--- src/rtl/spi_regbank_slave_if.sv ---
// SPI pin bundle for spi_regbank_slave: master drives clock, data and both chip
// selects; slave drives sdo.
interface spi_regbank_slave_if;
    logic spi_scl;
    logic spi_sdi;
    logic spi_cs_cmd;
    logic spi_cs_data;
    logic spi_sdo;

    modport master (
        output spi_scl,
        output spi_sdi,
        output spi_cs_cmd,
        output spi_cs_data,
        input  spi_sdo
    );

    modport slave (
        input  spi_scl,
        input  spi_sdi,
        input  spi_cs_cmd,
        input  spi_cs_data,
        output spi_sdo
    );
endinterface

--- src/rtl/spi_regbank_slave.sv ---
// Oversampled SPI mode-0 slave with NUM_REGS writable registers and sum readback.
// Optional SPI_FRAME_CHECK_EN enables the saturating malformed-frame counter.
module spi_regbank_slave #(
    parameter int unsigned CMD_W       = 8,
    parameter int unsigned DATA_W      = 16,
    parameter int unsigned NUM_REGS    = 3,
    parameter int unsigned SYNC_STAGES = 2
) (
    input  logic                       clk,
    input  logic                       rst_n,
    spi_regbank_slave_if.slave         spi,
    output logic [NUM_REGS*DATA_W-1:0] reg_flat,
    output logic                       wr_pulse,
    output logic [CMD_W-2:0]           wr_addr,
    output logic [7:0]                 frame_err_cnt
);

    localparam int unsigned AW    = CMD_W - 1;
    localparam int unsigned MAXW  = (CMD_W > DATA_W) ? CMD_W : DATA_W;
    localparam int unsigned CNT_W = $clog2(MAXW + 2);

    typedef enum logic [1:0] {
        WAIT_IDLE,
        IDLE,
        CMD_SHIFT,
        DATA_SHIFT
    } state_t;

    state_t state_q, state_d;

    logic [SYNC_STAGES-1:0] scl_sync_q, sdi_sync_q, cs_cmd_sync_q, cs_data_sync_q;
    logic                   scl_prev_q;
    logic                   scl_s, sdi_s, cs_cmd_s, cs_data_s;
    logic                   scl_rise, scl_fall;

    logic [CMD_W-1:0]  cmd_sr_q, cmd_sr_d;
    logic [DATA_W-1:0] data_sr_q, data_sr_d;
    logic [CNT_W-1:0]  cnt_q, cnt_d;
    logic              pend_valid_q, pend_valid_d;
    logic [CMD_W-1:0]  pend_cmd_q, pend_cmd_d;
    logic              load_q, load_d;
    logic [DATA_W-1:0] tx_q, tx_d;
    logic              sdo_q, sdo_d;
    logic              commit;
    logic              wr_pulse_q;
    logic [AW-1:0]     wr_addr_q;
    logic [DATA_W-1:0] regs_q [NUM_REGS];

    logic [AW-1:0]     pend_addr;
    logic              pend_is_read;
    logic              addr_ok;
    logic [DATA_W-1:0] sum_val;
    logic [DATA_W-1:0] preload_val;

    always_ff @(posedge clk) begin
        if (!rst_n) begin
            scl_sync_q     <= '0;
            sdi_sync_q     <= '0;
            // CS syncs reset to "asserted" so a frame already in flight is waited out
            cs_cmd_sync_q  <= '0;
            cs_data_sync_q <= '0;
            scl_prev_q     <= 1'b0;
        end else begin
            scl_sync_q     <= {scl_sync_q[SYNC_STAGES-2:0], spi.spi_scl};
            sdi_sync_q     <= {sdi_sync_q[SYNC_STAGES-2:0], spi.spi_sdi};
            cs_cmd_sync_q  <= {cs_cmd_sync_q[SYNC_STAGES-2:0], spi.spi_cs_cmd};
            cs_data_sync_q <= {cs_data_sync_q[SYNC_STAGES-2:0], spi.spi_cs_data};
            scl_prev_q     <= scl_s;
        end
    end

    assign scl_s     = scl_sync_q[SYNC_STAGES-1];
    assign sdi_s     = sdi_sync_q[SYNC_STAGES-1];
    assign cs_cmd_s  = cs_cmd_sync_q[SYNC_STAGES-1];
    assign cs_data_s = cs_data_sync_q[SYNC_STAGES-1];
    assign scl_rise  = scl_s & ~scl_prev_q;
    assign scl_fall  = ~scl_s & scl_prev_q;

    assign pend_addr    = pend_cmd_q[AW-1:0];
    assign pend_is_read = pend_cmd_q[CMD_W-1];
    assign addr_ok      = (pend_addr != '0) && (pend_addr <= AW'(NUM_REGS));

    always_comb begin
        sum_val     = '0;
        preload_val = '0;
        for (int unsigned k = 0; k < NUM_REGS; k++) begin
            sum_val = sum_val + regs_q[k];
        end
        if (pend_addr == '0) begin
            preload_val = sum_val;
        end
        for (int unsigned k = 0; k < NUM_REGS; k++) begin
            if (pend_addr == AW'(k + 1)) begin
                preload_val = regs_q[k];
            end
        end
    end

    always_comb begin
        state_d      = state_q;
        cmd_sr_d     = cmd_sr_q;
        data_sr_d    = data_sr_q;
        cnt_d        = cnt_q;
        pend_valid_d = pend_valid_q;
        pend_cmd_d   = pend_cmd_q;
        load_d       = 1'b0;
        tx_d         = tx_q;
        sdo_d        = 1'b0;
        commit       = 1'b0;

        if (load_q) begin
            tx_d = preload_val;
        end

        unique case (state_q)
            WAIT_IDLE: begin
                if (cs_cmd_s && cs_data_s) begin
                    state_d = IDLE;
                end
            end
            IDLE: begin
                cnt_d = '0;
                if (!cs_cmd_s && !cs_data_s) begin
                    state_d = WAIT_IDLE;
                end else if (!cs_cmd_s) begin
                    state_d = CMD_SHIFT;
                end else if (!cs_data_s) begin
                    state_d = DATA_SHIFT;
                end
            end
            CMD_SHIFT: begin
                if (cs_cmd_s) begin
                    state_d = IDLE;
                    if (cnt_q == CNT_W'(CMD_W)) begin
                        pend_valid_d = 1'b1;
                        pend_cmd_d   = cmd_sr_q;
                        load_d       = cmd_sr_q[CMD_W-1];
                    end
                end else if (scl_rise) begin
                    cmd_sr_d = {cmd_sr_q[CMD_W-2:0], sdi_s};
                    if (cnt_q != '1) begin
                        cnt_d = cnt_q + 1'b1;
                    end
                end
            end
            DATA_SHIFT: begin
                if (cs_data_s) begin
                    state_d      = IDLE;
                    pend_valid_d = 1'b0;
                    commit       = (cnt_q == CNT_W'(DATA_W)) && pend_valid_q &&
                                   !pend_is_read && addr_ok;
                end else begin
                    sdo_d = pend_valid_q && pend_is_read && tx_q[DATA_W-1];
                    if (scl_rise) begin
                        data_sr_d = {data_sr_q[DATA_W-2:0], sdi_s};
                        if (cnt_q != '1) begin
                            cnt_d = cnt_q + 1'b1;
                        end
                    end
                    if (scl_fall) begin
                        tx_d = {tx_q[DATA_W-2:0], 1'b0};
                    end
                end
            end
            default: state_d = WAIT_IDLE;
        endcase
    end

    always_ff @(posedge clk) begin
        if (!rst_n) begin
            state_q      <= WAIT_IDLE;
            cmd_sr_q     <= '0;
            data_sr_q    <= '0;
            cnt_q        <= '0;
            pend_valid_q <= 1'b0;
            pend_cmd_q   <= '0;
            load_q       <= 1'b0;
            tx_q         <= '0;
            sdo_q        <= 1'b0;
            wr_pulse_q   <= 1'b0;
            wr_addr_q    <= '0;
            for (int unsigned k = 0; k < NUM_REGS; k++) begin
                regs_q[k] <= '0;
            end
        end else begin
            state_q      <= state_d;
            cmd_sr_q     <= cmd_sr_d;
            data_sr_q    <= data_sr_d;
            cnt_q        <= cnt_d;
            pend_valid_q <= pend_valid_d;
            pend_cmd_q   <= pend_cmd_d;
            load_q       <= load_d;
            tx_q         <= tx_d;
            sdo_q        <= sdo_d;
            wr_pulse_q   <= commit;
            if (commit) begin
                wr_addr_q <= pend_addr;
            end
            for (int unsigned k = 0; k < NUM_REGS; k++) begin
                if (commit && pend_addr == AW'(k + 1)) begin
                    regs_q[k] <= data_sr_q;
                end
            end
        end
    end

    always_comb begin
        reg_flat = '0;
        for (int unsigned k = 0; k < NUM_REGS; k++) begin
            reg_flat[k*DATA_W +: DATA_W] = regs_q[k];
        end
    end

    assign spi.spi_sdo = sdo_q;
    assign wr_pulse    = wr_pulse_q;
    assign wr_addr     = wr_addr_q;

`ifdef SPI_FRAME_CHECK_EN
    logic [7:0] err_cnt_q;
    logic       frame_err;

    assign frame_err = ((state_q == IDLE) && !cs_cmd_s && !cs_data_s) ||
                       ((state_q == CMD_SHIFT) && cs_cmd_s && (cnt_q != CNT_W'(CMD_W))) ||
                       ((state_q == DATA_SHIFT) && cs_data_s && (cnt_q != CNT_W'(DATA_W)));

    always_ff @(posedge clk) begin
        if (!rst_n) begin
            err_cnt_q <= '0;
        end else if (frame_err && (err_cnt_q != 8'hFF)) begin
            err_cnt_q <= err_cnt_q + 8'd1;
        end
    end

    assign frame_err_cnt = err_cnt_q;
`else
    assign frame_err_cnt = '0;
`endif

endmodule

--- src/flat_wrapper.sv ---
// flat-port wrapper written by rule: the top's interface ports become plain ports
module spi_regbank_slave_flat 
#(
    parameter int unsigned CMD_W       = 8,
    parameter int unsigned DATA_W      = 16,
    parameter int unsigned NUM_REGS    = 3,
    parameter int unsigned SYNC_STAGES = 2
)
  (clk, rst_n, reg_flat, wr_pulse, wr_addr, frame_err_cnt, spi_spi_scl, spi_spi_sdi, spi_spi_cs_cmd, spi_spi_cs_data, spi_spi_sdo);
  spi_regbank_slave_if spi_i ();
  input  logic clk;
  input  logic rst_n;
  output logic [NUM_REGS*DATA_W-1:0] reg_flat;
  output logic wr_pulse;
  output logic [CMD_W-2:0] wr_addr;
  output logic [7:0] frame_err_cnt;
  input wire logic [$bits(spi_i.spi_scl)-1:0] spi_spi_scl;
  input wire logic [$bits(spi_i.spi_sdi)-1:0] spi_spi_sdi;
  input wire logic [$bits(spi_i.spi_cs_cmd)-1:0] spi_spi_cs_cmd;
  input wire logic [$bits(spi_i.spi_cs_data)-1:0] spi_spi_cs_data;
  output wire logic [$bits(spi_i.spi_sdo)-1:0] spi_spi_sdo;
  assign spi_i.spi_scl = spi_spi_scl;
  assign spi_i.spi_sdi = spi_spi_sdi;
  assign spi_i.spi_cs_cmd = spi_spi_cs_cmd;
  assign spi_i.spi_cs_data = spi_spi_cs_data;
  assign spi_spi_sdo = spi_i.spi_sdo;
  spi_regbank_slave #(.CMD_W(CMD_W), .DATA_W(DATA_W), .NUM_REGS(NUM_REGS), .SYNC_STAGES(SYNC_STAGES)) u_core (.clk(clk), .rst_n(rst_n), .spi(spi_i), .reg_flat(reg_flat), .wr_pulse(wr_pulse), .wr_addr(wr_addr), .frame_err_cnt(frame_err_cnt));
endmodule
--- config.mk ---
export PLATFORM = sky130hd
export DESIGN_NAME = spi_regbank_slave_flat
export DESIGN_NICKNAME = d
export VERILOG_FILES = /design/src/rtl/spi_regbank_slave_if.sv /design/src/rtl/spi_regbank_slave.sv /design/src/flat_wrapper.sv
export SDC_FILE = /design/constraint.sdc
export NUM_CORES = 1
export LEC_CHECK = 0
export ABC_CLOCK_PERIOD_IN_PS = 3700
export CAP_MARGIN = 20
export CORE_UTILIZATION = 45
export CTS_BUF_LIST = sky130_fd_sc_hd__clkbuf_4
export DETAILED_ROUTE_END_ITERATION = 16
export GPL_TIMING_DRIVEN = 0
export PLACE_DENSITY = 0.67
export SLEW_MARGIN = 30
export SYNTH_ARGS = -nofsm -noshare
export SYNTH_HDL_FRONTEND = slang
export SYNTH_SLANG_ARGS = --single-unit
--- constraint.sdc ---
create_clock -name clk -period 3.7 [get_ports clk]
set_input_delay 1.11 -clock clk [delete_from_list [all_inputs] [get_ports clk]]
set_output_delay 1.11 -clock clk [all_outputs]
set_load 0.05 [all_outputs]
After elaboration in Yosys (flattened, before gate mapping)
Memories as Yosys holds them, arrays and structs flattened.
Index checks and enable logic that the tools add are counted.
W data, S select, Z words.
{"block": "totals", "regBits": 75, "latch_bits": 0, "ramBits": 48, "mem_bits_ro": 0, "word_cells": 114, "memories": 1}
{"name": "u_core.regs_q", "words": 3, "width": 16, "rd": 3, "rd_clocked_by_memory_dff": 0, "wr": 3, "line_no": "spi_regbank_slave.sv:47", "text": "logic [DATA_W-1:0] regs_q [NUM_REGS];"}
{"block": "classes", "n_addsub": 3, "multipliers": 0, "div": 0, "order_cmp": 1, "n_eq_ne": 16, "n_shift": 0, "mux": 39, "n_bitwise": 11, "reduce_logical": 27}
{"operator": "$mux W16", "count": 11}
{"operator": "$add A16 B16 Y16", "count": 2}
{"operator": "$mux W5", "count": 4}
{"operator": "$mux W1", "count": 15}
{"operator": "$pmux W5 S3", "count": 1}
{"operator": "$eq A7 B2 Y1 const B", "count": 2}
{"operator": "$mux W2", "count": 6}
{"operator": "$reduce_and A3 Y1", "count": 4}
{"operator": "$reduce_and A4 Y1", "count": 3}
{"operator": "$logic_and A1 B1 Y1", "count": 11}
{"operator": "$ne A2 B1 Y1 const B", "count": 4}
{"operator": "$pmux W2 S4", "count": 1}
{"operator": "$eq A7 B1 Y1 const B", "count": 1}
{"operator": "$le A7 B2 Y1 const B", "count": 1}
{"operator": "$logic_not A7 Y1", "count": 1}
{"operator": "$reduce_bool A7 Y1", "count": 1}
{"operator": "$not A1 Y1", "count": 6}
{"operator": "$add A5 B1 Y5 const B", "count": 1}
{"operator": "$eq A5 B4 Y1 const B", "count": 1}
{"operator": "$eq A5 B5 Y1 const B", "count": 1}
{"operator": "$ne A5 B5 Y1 const B", "count": 1}
{"operator": "$eq A2 B2 Y1 const B", "count": 2}
{"operator": "$ne A2 B2 Y1 const B", "count": 2}
{"operator": "$ne A4 B4 Y1 const B", "count": 1}
{"operator": "9 further kinds", "count": 14}

Depth between registers and ports, before layout
{"block": "depth", "ltp_word": 11, "mapped_depth": 9}

Least setup slack after synthesis
No wires, ideal clock.
{"block": "synth_timing", "path_type": "reg2reg", "from": "memory u_core.regs_q[1][1] (netlist: u_core.regs_q[0][17])", "to": "register u_core.tx_q[5]", "setup_ns": 0.123, "arrival_ns": 2.967, "required_ns": 3.577, "setup_slack_ns": 0.610, "path_stages_with_launch": 10, "path_cell_list": "edfxtp_1 > fa_1 > ha_1 > fa_1 > a21o_1 > a21oi_1 > xnor2_1 > mux4_2 > a221oi_1 > nor2_1"}
{"element": "start: declaration", "line_no": "spi_regbank_slave.sv:47"}
{"element": "end signal: assignment", "line_no": "spi_regbank_slave.sv:193", "text": "tx_q <= tx_d;"}
{"element": "end: declaration", "line_no": "spi_regbank_slave.sv:42", "text": "logic [DATA_W-1:0] tx_q, tx_d;"}

==> qor.csv <==
stage,metric,value,unit
logic_synthesis,"EDFF count, synth",48,
logic_synthesis,Netlist cell types,57,
clocking,CTS buffer count,17,
clocking,Clk Tree Root Cell,clkbuf_4,
finish,P&R area growth vs syn,20.8,%
finish,final std cells w/o fill,839,
finish,"most common cell after layout, fill and taps aside",dfxtp_1,
logic_synthesis,number of synthesized register bits,123,
finish,number of fill cells in the layout,1134,
drt,DRT Wirelength,15100,um
hold_path,HP Class,reg2reg,
sta,Final setup viols,0,
worst_setup_path,Worst Path Arrival,3.58,ns
clocking,"Hold-fix buffers, CTS",0,
placed_design,hpwl dp,11400,um
floorplan,IO Count,71,
sta,max_slew headroom,48.1,%
clocking,H-tree Lvls,4,
power_and_ir_drop,Worst IR Drop VDD,0.281,mV
logic_synthesis,Synth Area per Inst,10.6,sq um
global_route,grt total ovfl,0,
finish,layout cells sized above 1,11.1,%
global_route,initial antenna violation count,0,
clocking,setup bufs post-CTS,0,
clocking,CTS sink count,123,
drt,drt first-iter violations,322,
logic_synthesis,post-synthesis sequential area ratio,49.4,%
logic_synthesis,Syn. warnings,0,
logic_synthesis,mapped cell area,0.00596,sq mm
clocking,worst skew pair latency,0.53,ns
global_route,GRT Util Overall,23.8,%
worst_setup_path,CP Launch Type,flip-flop,
sta,Least-Margin Pin Slew,0.779,ns
logic_synthesis,top-area cell type share of the netlist area,25.2,%
sta,Final Hold Fails,0,
drt,drt pass-1 iters,5,
status,outcome,"complete, no violations",
clocking,CTS tree,yes,
sta,fmax,321,MHz
logic_synthesis,Post-Synthesis Cells,562,
drt,Avg WL per Cell,18.0,um
power_and_ir_drop,total power,2.75,mW
logic_synthesis,Post-synth ARST share,0,%
drt,via-per-instance ratio,5.46,
logic_synthesis,cell taking the most area after synthesis,dfxtp_1,
placed_design,input/output buffers,62,
floorplan,Initial Utilization,46.6,%
clocking,clk slew on worst S/H paths,0.10,ns
sta,RSZ-0062 raised after global routing,no,
floorplan,FP Rows,41,
worst_setup_path,Crit. End Element,flip-flop,
power_and_ir_drop,Leak,2.74,nW
floorplan,Core Box Area,0.0128,sq mm
worst_setup_path,"critical path fanouts, max",5,
global_route,largest net degree at the start of global routing,17,
finish,nets@finish,692,
finish,"commonest non-fill, non-tap cells in the layout","dfxtp_1, clkdlybuf4s50_1, nand2_1, edfxtp_1, a21oi_1",
drt,drc violations,0,
clocking,Clock Tree Buf Depth,2,
drt,post-route ant nets,0,
worst_setup_path,CP required,4.17,ns
sta,Final Max Tran Viols,0,
placed_design,DP Cell Count,806,
worst_setup_path,critical path class,reg2reg,
placed_design,RD Place Congestion,0.897,
global_route,vias in the first global route,4546,
sta,Max Clock Skew,0.0169,ns
sta,fin crit share,84.3,%
drt,Via Count,4583,
sta,minimum clock period,3.12,ns
logic_synthesis,ys flop type,dfxtp_1,
floorplan,Die X,117,um
floorplan,Die Ht,117,um
power_and_ir_drop,Power Dens Cells,382,mW/mm^2
floorplan,Die Area,0.0137,sq mm
clocking,Post-CTS Resized,0,
global_route,first-pass GRT wire length,23700,um
logic_synthesis,"top cells by area, synth","dfxtp_1, edfxtp_1, fa_1, a21oi_1, ha_1",
finish,fin util,56.3,%
job,maxcap violations,0,
## cell usage after synthesis, drive strengths merged (2+ instances only)
master   instances
a211oi           4
a21o             7
a21oi           45
a221oi           8
a22o             2
a22oi            9
a2bb2oi          2
a311oi           2
a31oi            2
and2            31
and3             4
and4             3
buf             17
clkbuf          21
dfxtp           75
edfxtp          48
fa              16
ha              17
inv             12
mux2             8
mux2i           19
mux4             7
nand2           56
nand2b           4
nand3           12
nand4            4
nor2            42
nor2b            3
nor3            15
nor3b            3
o211ai           3
o21a             4
o21ai           26
o2bb2ai          2
o31ai            3
or3              3
xnor2            8
xor2             3
## stage by stage
stage / hold WS, ns / setup TNS (ns) / worst slack (ns) / cell area (sq um)
2_1_floorplan: 0.412 / 0 / 0.610 / 5980
3_3_place_gp: 0.422 / -35.49 / -0.948 / 6820
3_5_place_dp: 0.421 / 0 / 0.469 / 6920
4_1_cts: 0.462 / 0 / 0.601 / 7190
5_1_grt: 0.476 / 0 / 0.427 / 7190
6_report: 0.456 / 0 / 0.583 / 7200
## metal layers
metal	vias to the layer above	routed length [um]	GRT usage, %
met5	-	0	0
met3	21	760	6.39
met2	140	7100	37.1
li1	2198	-	-
met1	2224	6930	31.7
met4	0	299	9.45
## area by class of cell
type / instances / area (sq um) / share of cell area [%]
diodes: 1 / 2.50 / 0.0348
multi-input cells: 396 / 2840 / 39.5
inverters: 12 / 45.0 / 0.626
clock inverters: 9 / 97.6 / 1.36
flip-flops and latches: 123 / 2940 / 40.9
repair buffers: 65 / 691 / 9.60
plain buffers: 38 / 186 / 2.59
clock buffers: 23 / 173 / 2.40
well taps: 172 / 215 / 2.99
## power breakdown
group / internal, mW / total (mW) / switching (mW)
clock: 0.439 / 0.910 / 0.470
sequential: 1.43 / 1.45 / 0.0250
combinational: 0.148 / 0.387 / 0.239
total: 2.01 / 2.75 / 0.734
## state kept, by name, indices dropped and copies added (netlist names), 2 cells and up
register and count:
u_core.cmd_sr_q 8, u_core.cnt_q 5, u_core.cs_cmd_sync_q 2, u_core.cs_data_sync_q 2, u_core.data_sr_q 16, u_core.pend_cmd_q 8
u_core.regs_q 48, u_core.scl_sync_q 2, u_core.sdi_sync_q 2, u_core.state_q 2, u_core.tx_q 16, u_core.wr_addr 7
## final timing paths
kind / to / depth (start not counted) / startpoint / slack [ns]
setup reg to reg: u_core.tx_q[15] / 9 / u_core.regs_q[0][1] / 0.58
hold reg to reg: u_core.cs_cmd_sync_q[1] / 1 / u_core.cs_cmd_sync_q[0] / 0.46
setup / recovery: u_core.tx_q[15] / 9 / u_core.regs_q[0][1] / 0.58
hold / removal: u_core.cs_cmd_sync_q[1] / 1 / u_core.cs_cmd_sync_q[0] / 0.46
## critical path: stages (launching register included)
cell      delay (ns)
edfxtp_1        0.46
fa_1            0.50
ha_1            0.24
fa_1            0.47
a21oi_1         0.22
o211ai_1        0.23
and4_1          0.23
or3_1           0.37
a21bo_1         0.21
a21oi_1         0.13
## logic make-up after synthesis
family,after synthesis,synth area share [%]
AND/OR/NAND/NOR,186,15.4
buffers and inverters,50,3.89
multiplexers,34,7.35
AO/OA/AOI/OAI,124,13.4
XOR/XNOR,11,1.62
adder cells (fa/ha/maj),33,8.95
flip-flops,123,49.4
other,1,0.0630
Note: power is estimated with default switching activity, not from simulation.
